## src/rtl/fp_cvt_l_d_seq_if.sv

```systemverilog
// Operand/result handshake bundle for the FCVT.L.D sequencer.
// FCVT_UNSIGNED_EN adds the is_unsigned operand qualifier.
interface fp_cvt_l_d_seq_if;
  logic        in_valid;
  logic        in_ready;
  logic [63:0] d_in;
  logic [2:0]  rm;
  logic        out_valid;
  logic        out_ready;
  logic [63:0] l_out;
  logic        flag_nv;
  logic        flag_nx;
`ifdef FCVT_UNSIGNED_EN
  logic        is_unsigned;

  modport master (
    output in_valid, d_in, rm, out_ready, is_unsigned,
    input  in_ready, out_valid, l_out, flag_nv, flag_nx
  );
  modport slave (
    input  in_valid, d_in, rm, out_ready, is_unsigned,
    output in_ready, out_valid, l_out, flag_nv, flag_nx
  );
`else
  modport master (
    output in_valid, d_in, rm, out_ready,
    input  in_ready, out_valid, l_out, flag_nv, flag_nx
  );
  modport slave (
    input  in_valid, d_in, rm, out_ready,
    output in_ready, out_valid, l_out, flag_nv, flag_nx
  );
`endif
endinterface

```

## src/rtl/fp_cvt_l_d_seq.sv

```systemverilog
// Iterative double -> signed 64-bit integer converter (FCVT.L.D) with RISC-V rounding.
// Define FCVT_UNSIGNED_EN to add FCVT.LU.D support via bus.is_unsigned.
module fp_cvt_l_d_seq #(
  parameter int unsigned SHIFT_STEP = 8
) (
  input logic              clk,
  input logic              rst,
  fp_cvt_l_d_seq_if.slave  bus
);

  typedef enum logic [1:0] {IDLE, ALIGN, ROUND, DONE} state_e;

  localparam logic [6:0]  STEP    = 7'(SHIFT_STEP);
  localparam logic [63:0] S_MAX   = 64'h7FFF_FFFF_FFFF_FFFF;
  localparam logic [63:0] S_MIN   = 64'h8000_0000_0000_0000;
  localparam logic [64:0] TWO_P63 = 65'h0_8000_0000_0000_0000;

  state_e      state_q, state_d;
  logic [63:0] mag_q, mag_d;
  logic        guard_q, guard_d;
  logic        sticky_q, sticky_d;
  logic        sign_q, sign_d;
  logic        left_q, left_d;
  logic        uns_q, uns_d;
  logic [2:0]  rm_q, rm_d;
  logic [6:0]  rem_q, rem_d;
  logic [63:0] res_q, res_d;
  logic        nv_q, nv_d;
  logic        nx_q, nx_d;

  logic               uns_in;
  logic               in_sgn;
  logic [10:0]        in_exp;
  logic [51:0]        in_frac;
  logic signed [12:0] in_e;
  logic [63:0]        pos_sat, neg_sat;
  logic [6:0]         k;
  logic [63:0]        below_k;
  logic [63:0]        pre_shift;
  logic               inc;
  logic [64:0]        sum;

`ifdef FCVT_UNSIGNED_EN
  assign uns_in = bus.is_unsigned;
`else
  assign uns_in = 1'b0;
`endif

  assign bus.in_ready  = (state_q == IDLE);
  assign bus.out_valid = (state_q == DONE);
  assign bus.l_out     = res_q;
  assign bus.flag_nv   = nv_q;
  assign bus.flag_nx   = nx_q;

  always_ff @(posedge clk or posedge rst) begin
    if (rst) begin
      state_q  <= IDLE;
      mag_q    <= '0;
      guard_q  <= 1'b0;
      sticky_q <= 1'b0;
      sign_q   <= 1'b0;
      left_q   <= 1'b0;
      uns_q    <= 1'b0;
      rm_q     <= '0;
      rem_q    <= '0;
      res_q    <= '0;
      nv_q     <= 1'b0;
      nx_q     <= 1'b0;
    end else begin
      state_q  <= state_d;
      mag_q    <= mag_d;
      guard_q  <= guard_d;
      sticky_q <= sticky_d;
      sign_q   <= sign_d;
      left_q   <= left_d;
      uns_q    <= uns_d;
      rm_q     <= rm_d;
      rem_q    <= rem_d;
      res_q    <= res_d;
      nv_q     <= nv_d;
      nx_q     <= nx_d;
    end
  end

  always_comb begin
    state_d  = state_q;
    mag_d    = mag_q;
    guard_d  = guard_q;
    sticky_d = sticky_q;
    sign_d   = sign_q;
    left_d   = left_q;
    uns_d    = uns_q;
    rm_d     = rm_q;
    rem_d    = rem_q;
    res_d    = res_q;
    nv_d     = nv_q;
    nx_d     = nx_q;

    in_sgn  = bus.d_in[63];
    in_exp  = bus.d_in[62:52];
    in_frac = bus.d_in[51:0];
    in_e    = $signed({2'b00, in_exp}) - 13'sd1023;
    pos_sat = uns_in ? '1 : S_MAX;
    neg_sat = uns_in ? '0 : S_MIN;

    k         = (rem_q < STEP) ? rem_q : STEP;
    below_k   = ((64'd1 << k) - 64'd1) >> 1;
    pre_shift = mag_q >> (k - 7'd1);

    case (rm_q)
      3'd1:    inc = 1'b0;
      3'd2:    inc = sign_q & (guard_q | sticky_q);
      3'd3:    inc = ~sign_q & (guard_q | sticky_q);
      3'd4:    inc = guard_q;
      default: inc = guard_q & (sticky_q | mag_q[0]);
    endcase
    sum = {1'b0, mag_q} + {64'd0, inc};

    case (state_q)
      IDLE: begin
        if (bus.in_valid) begin
          sign_d   = in_sgn;
          rm_d     = bus.rm;
          uns_d    = uns_in;
          mag_d    = '0;
          guard_d  = 1'b0;
          sticky_d = 1'b0;
          rem_d    = '0;
          left_d   = 1'b0;
          if (in_exp == 11'h7FF) begin
            state_d = DONE;
            res_d   = (in_frac != '0 || !in_sgn) ? pos_sat : neg_sat;
            nv_d    = 1'b1;
            nx_d    = 1'b0;
          end else if (in_e >= 13'sd64 || (!uns_in && in_e == 13'sd63)) begin
            // -2^63 is the one representable value in the signed saturation band
            state_d = DONE;
            nx_d    = 1'b0;
            if (!uns_in && in_sgn && in_e == 13'sd63 && in_frac == '0) begin
              res_d = S_MIN;
              nv_d  = 1'b0;
            end else begin
              res_d = in_sgn ? neg_sat : pos_sat;
              nv_d  = 1'b1;
            end
          end else if (in_exp == '0) begin
            state_d  = ROUND;
            sticky_d = (in_frac != '0);
          end else if (in_e < 13'sd0) begin
            state_d  = ROUND;
            guard_d  = (in_e == -13'sd1);
            sticky_d = (in_e == -13'sd1) ? (in_frac != '0) : 1'b1;
          end else begin
            mag_d  = {11'd0, 1'b1, in_frac};
            left_d = (in_e > 13'sd52);
            rem_d  = (in_e > 13'sd52) ? 7'(in_e - 13'sd52) : 7'(13'sd52 - in_e);
            state_d = (in_e == 13'sd52) ? ROUND : ALIGN;
          end
        end
      end

      ALIGN: begin
        if (left_q) begin
          mag_d = mag_q << k;
        end else begin
          mag_d    = pre_shift >> 1;
          guard_d  = pre_shift[0];
          sticky_d = sticky_q | guard_q | (|(mag_q & below_k));
        end
        rem_d = rem_q - k;
        if (rem_d == '0) state_d = ROUND;
      end

      ROUND: begin
        state_d = DONE;
        nv_d    = 1'b0;
        nx_d    = guard_q | sticky_q;
        if (uns_q) begin
          if (!sign_q && sum[64]) begin
            res_d = '1;
            nv_d  = 1'b1;
            nx_d  = 1'b0;
          end else if (sign_q) begin
            res_d = '0;
            if (sum != '0) begin
              nv_d = 1'b1;
              nx_d = 1'b0;
            end
          end else begin
            res_d = sum[63:0];
          end
        end else if (!sign_q && sum >= TWO_P63) begin
          res_d = S_MAX;
          nv_d  = 1'b1;
          nx_d  = 1'b0;
        end else if (sign_q && sum > TWO_P63) begin
          res_d = S_MIN;
          nv_d  = 1'b1;
          nx_d  = 1'b0;
        end else begin
          res_d = sign_q ? (~sum[63:0] + 64'd1) : sum[63:0];
        end
      end

      DONE: begin
        if (bus.out_ready) state_d = IDLE;
      end

      default: state_d = IDLE;
    endcase
  end

endmodule

```

## src/flat_wrapper.sv

```systemverilog
// flat-port wrapper written by rule: the top's interface ports become plain ports
module fp_cvt_l_d_seq_flat 
#(
  parameter int unsigned SHIFT_STEP = 8
)
  (clk, rst, bus_in_valid, bus_d_in, bus_rm, bus_out_ready, bus_in_ready, bus_out_valid, bus_l_out, bus_flag_nv, bus_flag_nx);
  fp_cvt_l_d_seq_if bus_i ();
  input logic clk;
  input logic rst;
  input wire logic [$bits(bus_i.in_valid)-1:0] bus_in_valid;
  input wire logic [$bits(bus_i.d_in)-1:0] bus_d_in;
  input wire logic [$bits(bus_i.rm)-1:0] bus_rm;
  input wire logic [$bits(bus_i.out_ready)-1:0] bus_out_ready;
  output wire logic [$bits(bus_i.in_ready)-1:0] bus_in_ready;
  output wire logic [$bits(bus_i.out_valid)-1:0] bus_out_valid;
  output wire logic [$bits(bus_i.l_out)-1:0] bus_l_out;
  output wire logic [$bits(bus_i.flag_nv)-1:0] bus_flag_nv;
  output wire logic [$bits(bus_i.flag_nx)-1:0] bus_flag_nx;
  assign bus_i.in_valid = bus_in_valid;
  assign bus_i.d_in = bus_d_in;
  assign bus_i.rm = bus_rm;
  assign bus_i.out_ready = bus_out_ready;
  assign bus_in_ready = bus_i.in_ready;
  assign bus_out_valid = bus_i.out_valid;
  assign bus_l_out = bus_i.l_out;
  assign bus_flag_nv = bus_i.flag_nv;
  assign bus_flag_nx = bus_i.flag_nx;
  fp_cvt_l_d_seq #(.SHIFT_STEP(SHIFT_STEP)) u_core (.clk(clk), .rst(rst), .bus(bus_i));
endmodule
```

## config.mk

```make
export PLATFORM = sky130hd
export DESIGN_NAME = fp_cvt_l_d_seq_flat
export DESIGN_NICKNAME = d
export VERILOG_FILES = /design/src/rtl/fp_cvt_l_d_seq_if.sv /design/src/rtl/fp_cvt_l_d_seq.sv /design/src/flat_wrapper.sv
export SDC_FILE = /design/constraint.sdc
export NUM_CORES = 1
export LEC_CHECK = 0
export CAP_MARGIN = 30
export CORE_MARGIN = 10
export CORE_UTILIZATION = 42
export DETAILED_ROUTE_END_ITERATION = 8
export PLACE_DENSITY = 0.7
export SLEW_MARGIN = 20
export SYNTH_ARGS = -nofsm -noshare
export SYNTH_HDL_FRONTEND = slang
export SYNTH_SLANG_ARGS = --single-unit
export TNS_END_PERCENT = 30
```

## constraint.sdc

```tcl
create_clock -name clk -period 8.3 [get_ports clk]
set_input_delay 1.66 -clock clk [delete_from_list [all_inputs] [get_ports clk]]
set_output_delay 1.66 -clock clk [all_outputs]
set_load 0.05 [all_outputs]
```

==> results of run 1 <==
==> registers in the layout, summed over array words and instances (netlist names) <==
register and cells:
u_core.bus.flag_nv 1, u_core.sign_q 1, u_core.left_q 1, u_core.state_q 2, u_core.rm_q 3, u_core.guard_q 1
u_core.bus.l_out 64, u_core.bus.flag_nx 1, u_core.sticky_q 1, u_core.rem_q 7, u_core.mag_q 64
==> cells by family after synthesis <==
group,after synthesis
multiplexers,102
buffers and inverters,255
AND/OR/NAND/NOR,1164
adder cells (fa/ha/maj),17
flip-flops,146
XOR/XNOR,130
other,1
AO/OA/AOI/OAI,571
==> how the worst max path moves through the flow <==
| stage | start | endpoint | slack, ps | cells after the start |
|---|---|---|---|---|
| after floorplan | rst | u_core.bus.flag_nv | 2720 | 1 |
| after global routing | u_core.mag_q[0] | u_core.bus.l_out[63] | 1410 | 17 |
| after global placement | bus_d_in[17] | u_core.bus.l_out[52] | 2300 | 11 |
| after detailed placement | u_core.rm_q[0] | u_core.bus.l_out[63] | 2180 | 18 |
| after CTS | u_core.mag_q[0] | u_core.bus.l_out[63] | 2150 | 17 |
| final | u_core.mag_q[0] | u_core.bus.l_out[63] | 2130 | 17 |
==> layout by cell type (no fill, tap or decap), types with 25 or more instances in the layout <==
cell / synthesis / routed
a21boi_0: 48 / 48
a21oi_1: 167 / 167
a31oi_1: 25 / 25
buf_4: 5 / 38
clkdlybuf4s50_1: 0 / 138
dfrtp_1: 146 / 144
inv_1: 31 / 30
mux2i_1: 88 / 88
nand2_1: 443 / 440
nand3_1: 133 / 133
nand4_1: 46 / 46
nor2_1: 321 / 319
nor3_1: 40 / 39
nor4_1: 46 / 44
o211ai_1: 46 / 46
o21ai_0: 129 / 128
xnor2_1: 76 / 76
xor2_1: 54 / 54
==> through the flow <==
stage	power, mW	std cells	instance area [um^2]	hold WS [ps]
6_report	7.12	2888	18200	490
5_1_grt	7.56	2888	18200	517
4_1_cts	7.01	2886	18200	497
3_5_place_dp	6.20	2854	17600	483
3_3_place_gp	6.14	2854	17600	476
2_1_floorplan	4.75	2386	16100	493
==> cell type report <==
class                           count  share of cell area
Clock buffer                       20              0.0257
Clock inverter                     12             0.00722
Inverter                           36             0.00771
Multi-Input combinational cell   1985               0.630
Sequential cell                   146               0.201
Tap cell                          511              0.0352
Timing Repair Buffer              178              0.0932
==> power groups by stage <==
stage	registers (mW)	logic, mW	clock network (mW)
2_1_floorplan	1.76	2.98	0
3_3_place_gp	1.54	4.60	0
3_5_place_dp	1.55	4.65	0
4_1_cts	1.54	4.67	0.806
5_1_grt	1.60	5.13	0.832
6_report	1.57	4.75	0.800
==> worst max-delay path: cells and delay by family, from the launching register on <==
| kind | cells | cell delay, ps |
|---|---|---|
| fa+ha+maj | 2 | 670 |
| flops | 1 | 530 |
| simple gates | 10 | 3220 |
| compound gates | 5 | 1620 |
==> routing by layer <==
metal | share of wire | wire (um)
met1 | 0.41 | 26500
met2 | 0.45 | 29300
met3 | 0.099 | 6420
met4 | 0.045 | 2930
met5 | 0 | 0
==> results_dict.tcl, run 1 <==
set metrics [dict create \
    run_status "finished clean" \
    grt-busiest-layer "met2" \
    cts_buffers 17 \
    first_iter_violations 2730 \
    fin_skew_ps 13.3 \
    track_usage 0.269 \
    hold_violations 0 \
    synth_top_area_share 0.228 \
    layout-drive-gt1-share 0.0572 \
    routed_wirelength_um 65100 \
    pre_cts_ws_ps 2180 \
    gr-total-overflow 0 \
    synth_mux_area_frac 0.0668 \
    cp.required_ps 8640 \
    worstSkewPairLatency_ps 460 \
    vias_per_cell 6.33 \
    post_cts_resized 0 \
    critPathMostFrequentCell "nand2_1" \
    synth_top_family_by_area "simple AND/OR/NAND/NOR gates" \
    finalCritPeriodShare 0.744 \
    synth_edf_count 0 \
    use_met2 0.421 \
    fmax_mhz 162 \
    hp-start "u_core.bus.l_out[15]" \
    maxCapViolations 0 \
    synth_area_leader_cell "dfrtp_1" \
    reg2reg_to "u_core.bus.l_out[63]" \
    cts-root-buf "clkbuf_16" \
    antenna_found_initial 1 \
    fp.dieW_um 216 \
    synth_common_cells "nand2_1, nor2_1, clkbuf_1, a21oi_1, dfrtp_1" \
    syn_inst 2386 \
    dp_hpwl_um 46700 \
    p_seq_frac 0.220 \
    setup_tns_ps 0 \
    antenna_cells 0 \
    final_core_util 0.483 \
    cts_htree_levels 4 \
    clk_pin_slew_ps 70 \
    synth_fa_ha_area_frac 0.0132 \
    crit_path_cell_trace "o21ai_0 > nand2_1 > nand2_1 > a21boi_0 > ha_1 > ha_1 > nand3_1 > nor3_1 > nand2_1 > nor3_1 > o211ai_2 > nor4b_1 > nand4_1 > nor4_4 > o21a_1 > nor2_2 > a221o_1" \
    synthSimpleGateAreaFrac 0.333 \
    worst_slew_pin_slew_ps 1020 \
    p_leak_nw 7.16 \
    gp_congestion 0.965 \
    drc_errors 0 \
    grtUsageMet1 0.354 \
    swShare 0.568 \
    core_um2 37700 \
    grt_pass1_vias 17200 \
    p_per_area_nw_per_um2 391 \
    synth_nets 2474 \
    nNetsFinal 2452 \
    crit_path_max_incr_delay_ps 760 \
    synth_most_common_cell "nand2_1" \
    die_area_um2 46400 \
    path_max_fanout 27 \
    syn2layout_area_growth_pct 13.3 \
    drtAntennaViolNets 0 \
    ir_drop_v 0.000153 \
    tritoncts "built" \
    ioPinCount 139 \
    slew_headroom 0.317 \
    critical-path-slowest-cell "o21a_1" \
    clockBufferDepth 2 \
    arrival_ps 6510 \
    p_int_mw 3.07 \
    synth-xor-area-share 0.0709 \
    cts_setup_buffers 0 \
    reg2reg_depth 17 \
    num_vias 18300 \
    setup_viol 0 \
    synth_top_flop_cell "dfrtp_1" \
    die_y_um 216 \
    multi_input_area_um2 11500 \
    rrSetupSlack_ps 2130 \
    p_switching_mw 4.05 \
    clockPowerShare 0.112 \
    pwr-share-comb 0.667 \
    synth_cell_type_count 84 \
    synth_seq_cells 146 \
    portBuffers 138 \
    initial_utilization 0.426 \
    cts_hold_buf 0 \
    worstReg2RegStart "u_core.mag_q[0]" \
    synth-compound-area-share 0.225 \
    netlist_top_cells_area "dfrtp_1, nand2_1, nor2_1" \
    grt_max_degree 88 \
    syn-cell-area_um2 16100 \
    row_count 71 \
    drt-pass1-iter-count 6 \
    period_minus_slack_ps 6170 \
    clock-sinks 146 \
    synthArstFlopShare 1.00 \
    endpoint_kind "flip-flop" \
    worstSetupPathType "reg -> reg" \
    yosysSeqAreaShare 0.228 \
    hold_path.class "reg -> reg" \
    seqCellArea_um2 3660 \
    rsz0062_at_grt "no" \
    final-max-slew-violation-count 0 \
    worst_slack_ps 2130 \
    syn_area_per_cell_um2 6.73 \
    nFillCells 3792 \
    grt_pass1_wl_um 101000 \
    synth_warnings 0 \
    routedWlPerCell_um 22.5 \
    worstSetupStartpointType "flip-flop" \
    hold_path_end "u_core.bus.l_out[15]" \
    hold_depth 2 \
    grtUsageMet3 0.0464 \
]
No activity file was read; power rests on OpenSTA's default activity.
==> inputs of run 2 (changes only) <==
- clock period: 8.3 -> 6.5 ns (I/O delays scaled with it)
==> run 2 against run 1 <==
Effect of this change: cell area grew 0.56%; clock-buffer cell count grew 2; highest routed layer unchanged; critical endpoint unchanged; non-clock buffer count grew 9; global-route usage grew 0.58 points; register-to-register slack lost 1600 ps; largest power group unchanged; critical path depth grew 1.
==> results_dict.tcl, run 2 (synthesis gave the netlist of run 1 again) <==
set metrics [dict create \
    routedWlPerCell_um 22.9 \
    tritoncts "built" \
    worstReg2RegStart "u_core.rm_q[0]" \
    grtUsageMet3 0.0467 \
    endpoint_kind "flip-flop" \
    fp.dieW_um 216 \
    p_per_area_nw_per_um2 500 \
    mostFrequentLayoutCells "nand2_1, nor2_1, a21oi_1" \
    placed_cells 2864 \
    nNetsFinal 2461 \
    crit_start "u_core.rm_q[0]" \
    layout-drive-gt1-share 0.0595 \
    row_count 71 \
    clk_pin_slew_ps 60 \
    reg2reg_depth 18 \
    track_usage 0.275 \
    rsz0062_at_grt "no" \
    antenna_cells 0 \
    worst_slew_pin_slew_ps 1030 \
    cts_htree_levels 4 \
    dp_hpwl_um 48200 \
    grt_pass1_vias 17500 \
    hold_depth 2 \
    grt-busiest-layer "met2" \
    core_um2 37700 \
    period_minus_slack_ps 5930 \
    run_status "finished clean" \
    gr-total-overflow 0 \
    fin_worst_hold_slack_ps 494 \
    cts_buffers 17 \
    drc_errors 0 \
    mostFrequentLayoutCell "nand2_1" \
    cts-root-buf "clkbuf_16" \
    ioPinCount 139 \
    worstSetupStartpointType "flip-flop" \
    cts_setup_buffers 0 \
    hold_path.class "reg -> reg" \
    drt-pass1-iter-count 6 \
    fin_skew_ps 14.9 \
    die_y_um 216 \
    final-max-slew-violation-count 0 \
    fin_cells 2896 \
    rrSetupSlack_ps 570 \
    syn2layout_area_growth_pct 13.9 \
    hp-start "u_core.bus.l_out[8]" \
    nFillCells 3847 \
    antenna_found_initial 0 \
    ir_drop_v 0.000246 \
    setup_tns_ps 0 \
    arrival_ps 6250 \
    first_iter_violations 2529 \
    die_area_um2 46400 \
    grt_max_degree 82 \
    p_leak_nw 7.23 \
    multi_input_area_um2 11500 \
    grt_pass1_wl_um 103000 \
    use_met2 0.430 \
    seqCellArea_um2 3660 \
    worstSkewPairLatency_ps 450 \
    initial_utilization 0.426 \
    path_max_fanout 17 \
    post_cts_resized 0 \
    grtUsageMet1 0.361 \
    cp.required_ps 6820 \
    vias_per_cell 6.33 \
    gp_congestion 0.981 \
    num_vias 18300 \
    fmax_mhz 169 \
    hold_violations 0 \
    setup_viol 0 \
    cts_hold_buf 0 \
    portBuffers 138 \
    clockBufferDepth 2 \
    clock-sinks 146 \
    drtAntennaViolNets 0 \
    worstSetupPathType "reg -> reg" \
    slew_headroom 0.313 \
    routed_wirelength_um 66400 \
    finalCritPeriodShare 0.912 \
    maxCapViolations 0 \
]
-- run 2: cell count changes in the layout (fill, tap and decap cells not counted), moves of 2 or more --
cell	delta
buf_4	+8
clkbuf_1	+2
clkinv_4	-2
clkinvlp_4	-2
-- run 2: final timing paths --
kind,to
max,u_core.bus.l_out[63]
max reg2reg,u_core.bus.l_out[63]
min reg2reg,u_core.bus.l_out[8]
min in group asynchronous,u_core.bus.l_out[27]
max in group asynchronous,u_core.left_q
min,u_core.bus.l_out[8]
-- run 2: cell type report --
class / instances / area share
Tap cell: 511 / 0.0350
Sequential cell: 146 / 0.200
Clock inverter: 9 / 0.00705
Inverter: 36 / 0.00766
Clock buffer: 22 / 0.0259
Timing Repair Buffer: 187 / 0.0981
Multi-Input combinational cell: 1985 / 0.626
-- run 2: through the flow --
stage	worst slack (ps)	area (um^2)	total power, mW	utilization
2_1_floorplan	1280	16100	6.06	-
3_3_place_gp	909	17600	7.85	0.468
3_5_place_dp	669	17700	7.96	0.469
4_1_cts	657	18300	9.03	0.485
5_1_grt	140	18300	9.74	0.485
6_report	569	18300	9.15	0.485
-- run 2: report_power, final --
part,total (mW),internal [mW],switching (mW)
logic,6.13,2.05,4.08
registers,1.97,1.30,0.667
clock network,1.05,0.631,0.419
total,9.15,3.99,5.16
-- run 2: per-layer routing --
layer | part of all wire | vias up | routed length, um
met5 | 0 | - | 0
met4 | 0.044 | 0 | 2950
met3 | 0.099 | 173 | 6580
met2 | 0.45 | 1134 | 29800
met1 | 0.41 | 8636 | 27000
li1 | - | 8394 | -
-- run 2: worst max-delay path: stages (launching register included) --
cell      delay, ps
dfrtp_1         400
nor2_1          170
o21ai_0         110
nand2_1          80
nand2_1          50
a21boi_0        160
ha_1            320
ha_1            350
nand3_1         330
nor3_1          750
nand2_1         320
nor3_1          330
o211ai_2        230
nor4b_1         570
nand4_1         220
nor4_4          300
o21a_1          490
nor2_2          280
a221o_1         320
